===== src/rtl/dmem_arbiter.sv =====
// Round-robin two-port arbiter and access sequencer for the single-port DMEM.
// Every DMEM control/data output comes straight from a flop, so the write enable never glitches.
module dmem_arbiter #(
  parameter int DEPTH_BITS = 8
) (
  input  logic        clk,
  input  logic        rst_n,
  input  logic        p0_req,
  input  logic        p0_we,
  input  logic [31:0] p0_addr,
  input  logic [31:0] p0_wdata,
  input  logic        p1_req,
  input  logic        p1_we,
  input  logic [31:0] p1_addr,
  input  logic [31:0] p1_wdata,
  output logic        p0_gnt,
  output logic        p1_gnt,
  output logic        p0_done,
  output logic        p1_done,
  output logic [31:0] rdata,
  output logic        err,
  output logic [31:0] mem_address,
  output logic [31:0] mem_data_in,
  output logic        mem_write,
  output logic        mem_read,
  input  logic [31:0] mem_data_out
);

  typedef enum logic [1:0] {IDLE, ACCESS, DONE} state_t;

  state_t      state_q, state_d;
  logic        owner_q, owner_d;
  logic        we_q, we_d;
  logic        oor_q, oor_d;
  logic        last_q, last_d;
  logic [31:0] mem_address_q, mem_address_d;
  logic [31:0] mem_data_in_q, mem_data_in_d;
  logic        mem_write_q, mem_write_d;
  logic        mem_read_q, mem_read_d;
  logic        p0_done_q, p0_done_d;
  logic        p1_done_q, p1_done_d;
  logic [31:0] rdata_q, rdata_d;
  logic        err_q, err_d;

  logic        accept;
  logic        sel_we;
  logic        sel_oor;
  logic [31:0] sel_addr;
  logic [31:0] sel_wdata;

  // A tie goes to the port that was not served last; a lone requester always wins.
  always_comb begin
    p0_gnt    = (state_q != ACCESS) && p0_req && (!p1_req || last_q);
    p1_gnt    = (state_q != ACCESS) && p1_req && (!p0_req || !last_q);
    accept    = p0_gnt || p1_gnt;
    sel_we    = p1_gnt ? p1_we    : p0_we;
    sel_addr  = p1_gnt ? p1_addr  : p0_addr;
    sel_wdata = p1_gnt ? p1_wdata : p0_wdata;
    sel_oor   = (sel_addr >> DEPTH_BITS) != 32'd0;
  end

  always_comb begin
    state_d       = state_q;
    owner_d       = owner_q;
    we_d          = we_q;
    oor_d         = oor_q;
    last_d        = last_q;
    mem_address_d = 32'd0;
    mem_data_in_d = 32'd0;
    mem_write_d   = 1'b0;
    mem_read_d    = 1'b0;
    p0_done_d     = 1'b0;
    p1_done_d     = 1'b0;
    rdata_d       = rdata_q;
    err_d         = err_q;
    case (state_q)
      ACCESS: begin
        rdata_d   = (we_q || oor_q) ? 32'd0 : mem_data_out;
        err_d     = oor_q;
        p0_done_d = !owner_q;
        p1_done_d = owner_q;
        state_d   = DONE;
      end
      IDLE, DONE: begin
        state_d = IDLE;
        if (accept) begin
          owner_d       = p1_gnt;
          last_d        = p1_gnt;
          we_d          = sel_we;
          oor_d         = sel_oor;
          mem_address_d = sel_addr;
          mem_data_in_d = sel_wdata;
          mem_write_d   = sel_we && !sel_oor;
          mem_read_d    = !sel_we && !sel_oor;
          state_d       = ACCESS;
        end
      end
      default: state_d = IDLE;
    endcase
  end

  always_ff @(posedge clk or negedge rst_n) begin
    if (!rst_n) begin
      state_q       <= IDLE;
      owner_q       <= 1'b0;
      we_q          <= 1'b0;
      oor_q         <= 1'b0;
      last_q        <= 1'b1;
      mem_address_q <= 32'd0;
      mem_data_in_q <= 32'd0;
      mem_write_q   <= 1'b0;
      mem_read_q    <= 1'b0;
      p0_done_q     <= 1'b0;
      p1_done_q     <= 1'b0;
      rdata_q       <= 32'd0;
      err_q         <= 1'b0;
    end else begin
      state_q       <= state_d;
      owner_q       <= owner_d;
      we_q          <= we_d;
      oor_q         <= oor_d;
      last_q        <= last_d;
      mem_address_q <= mem_address_d;
      mem_data_in_q <= mem_data_in_d;
      mem_write_q   <= mem_write_d;
      mem_read_q    <= mem_read_d;
      p0_done_q     <= p0_done_d;
      p1_done_q     <= p1_done_d;
      rdata_q       <= rdata_d;
      err_q         <= err_d;
    end
  end

  assign p0_done     = p0_done_q;
  assign p1_done     = p1_done_q;
  assign rdata       = rdata_q;
  assign err         = err_q;
  assign mem_address = mem_address_q;
  assign mem_data_in = mem_data_in_q;
  assign mem_write   = mem_write_q;
  assign mem_read    = mem_read_q;

endmodule


===== config.mk =====
export PLATFORM = sky130hd
export DESIGN_NAME = dmem_arbiter
export DESIGN_NICKNAME = d
export VERILOG_FILES = /design/src/rtl/dmem_arbiter.sv
export SDC_FILE = /design/constraint.sdc
export NUM_CORES = 1
export LEC_CHECK = 0
export ABC_AREA = 0
export CORE_MARGIN = 4
export CORE_UTILIZATION = 40
export CTS_BUF_LIST = sky130_fd_sc_hd__clkbuf_2
export CTS_CLUSTER_DIAMETER = 60
export DETAILED_ROUTE_END_ITERATION = 16
export PLACE_DENSITY = 0.94
export SLEW_MARGIN = 20
export SYNTH_ARGS = -nofsm -noshare
export SYNTH_HDL_FRONTEND = slang
export SYNTH_SLANG_ARGS = --single-unit

===== constraint.sdc =====
create_clock -name clk -period 4.7 [get_ports clk]
set_input_delay 0.705 -clock clk [delete_from_list [all_inputs] [get_ports clk]]
set_output_delay 0.705 -clock clk [all_outputs]
set_load 0.02 [all_outputs]

==> flow_metrics.tcl <==
set metrics [dict create \
    status "finished clean" \
    hp-class "in2async" \
    antenna_found_initial 0 \
    multi_input_area_sq_um 1340 \
    cts.path.max_buffers 2 \
    ys_seq_area_share_pct 64.4 \
    design.die.area_sq_um 12100 \
    period_needed_ns 3.13 \
    vdd_drop_max_mv 0.207 \
    synthDominantCellAreaShare_pct 63.8 \
    drive_above_1_share_pct 4.21 \
    routedWlPerCell_um 18.6 \
    drt-total-wl_um 14800 \
    critPathKind "in2out" \
    crit_required_ns 3.99 \
    synth_edf_count 0 \
    syn-cell-area_sq_um 4160 \
    port_buffers 268 \
    clockRootBuffer "clkbuf_2" \
    cts_hold_buf 0 \
    layout_common_cells "clkdlybuf4s50_1 (267), nand2_1 (133), dfrtp_1 (106), a21oi_1 (64), a22o_1 (32)" \
    placementRows 36 \
    cts_resized 0 \
    fin_skew_ns 0.0384 \
    synth_cell_types 26 \
    ys_warn_count 0 \
    cts_buffers 9 \
    drv_slew 0 \
    clock_sinks 107 \
    period_share_pct 66.5 \
    path_clk_slew_ns 0.26 \
    drv_cap 0 \
    cp-end-kind "primary output" \
    drt_iter0_drc 175 \
    core_area_sq_um 9950 \
    cp_max_fo 4 \
    fin_tns_setup_ns 0 \
    die_h_um 110 \
    pwr_density_cell_nw_per_um2 308 \
    ys_seq_elements 107 \
    setup_viol 0 \
    cts-htree-levels 3 \
    hold_viol 0 \
    synth_async_sr_flop_share_pct 100 \
    timing.final.ws_setup_ns 1.57 \
    first_pass_iters 4 \
    ant_nets 0 \
    grt_max_degree 66 \
    place.gp.congestion 0.795 \
    top_level_ports 269 \
    cts_tree "yes" \
    ff_latch_area_sq_um 2680 \
    die_x_um 110 \
    layout_commonest_cell "clkdlybuf4s50_1" \
    viasPerCell 5.13 \
    p_leak_nw 3.12 \
    tightest_slew_ns 0.922 \
    synthFlopType "dfrtp_1" \
    finalNonFillerCells 798 \
    gr-usage-all-layers_pct 23.8 \
    netlist_instances 403 \
    n_fill_cell 677 \
    dp.cells 782 \
    start_util_pct 41.8 \
    syn-num-nets 569 \
    fin_nets 826 \
    antennaDiodeCount 0 \
    clock_latency_ns 0.60 \
    area_delta_synth_final_pct 70.4 \
    cp.arrival_ns 2.42 \
    drcViolationCount 0 \
    grt_pass1_vias 4242 \
    postSynthAreaPerCell_sq_um 10.3 \
    start_kind "input port" \
    total_power_w 0.00218 \
    ys_top_cells_by_area "dfrtp_1 (64%), nand2_1 (12%), a21oi_1 (7.7%), a22o_1 (6.7%), nor4_1 (1.8%)" \
    grt.overflow.total 0 \
    grt_first_pass_wirelength_um 21600 \
    synth_top_area_cell "dfrtp_1" \
    dpl.hpwl_um 11200 \
    vias 4090 \
    slew_headroom_pct 38.3 \
    dp_slack_ns 1.55 \
    post-cts-setup-buffers 0 \
    rsz0062_at_grt "false" \
    timing.fmax_ghz 0.320 \
]
[cells by family (layout without fill, tap and decap cells)]
kind of cell    Yosys count  count (layout)  share of synthesized area, %
compound gates          102             102                          15.4
buf+inv                  32             294                          3.82
flops                   107             107                          64.4
mux                       2               2                         0.512
simple gates            160             160                          15.8
[final timing paths]
kind	from	endpoint	slack, ns	cells past startpoint
max in group asynchronous	rst_n	last_q	3.48	2
min reg2reg	err	err	0.52	2
min	rst_n	rdata[3]	0.16	1
min in group clk	err	err	0.52	2
max	p1_req	p1_gnt	1.57	5
max reg2reg	state_q[1]	oor_q	2.52	6
[Yosys cell counts, drive strengths merged, types with 3 or more instances]
library cell / instances
a22o: 32
nor4: 12
nor2: 3
clkbuf: 9
nand2: 134
a21oi: 64
dfrtp: 106
buf: 19
nand4: 3
inv: 4
[routing by layer]
metal,vias up,share of wire [%],global-route usage [%]
met1,1948,35,24.9
met3,43,10,8.87
met2,221,51,42.5
met5,-,0,0
met4,0,3.5,9.88
li1,1878,-,-
[flip-flops by register name, indices dropped and copies added (netlist names), 2 cells and up]
| name | cells |
|---|---|
| mem_address | 32 |
| state_q | 2 |
| rdata | 32 |
| mem_data_in | 32 |
[per-stage QoR]
step	cell area (sq um)	util (%)	hold WS, ns
detailed placement	6920	69.5	0.458
floorplan	4160	-	0.409
finish	7080	71.2	0.157
global placement	6920	69.5	0.450
global route	7080	71.2	0.168
CTS	7080	71.2	0.158
[cell type report]
| cell class | count | share of cell area, % |
|---|---|---|
| Timing Repair Buffer | 274 | 38.5 |
| Sequential cell | 107 | 37.8 |
| Multi-Input combinational cell | 264 | 18.9 |
| Tap cell | 133 | 2.35 |
| Clock inverter | 7 | 1.63 |
| Clock buffer | 9 | 0.636 |
| Inverter | 4 | 0.212 |
[worst max-delay path, cell delays in order]
cell and delay (ns):
clkdlybuf4s50_1 0.56, a21boi_1 0.37, nand2_2 0.11, inv_2 0.08, clkdlybuf4s50_1 0.60
[where the power goes]
part | switching, W | leakage, nW | internal (W)
logic | 0.000317 | 1.60 | 0.000296
registers | 0.0000278 | 1.42 | 0.00100
clock network | 0.000310 | 0.0899 | 0.000228
Power figures use the tool's default switching activity.
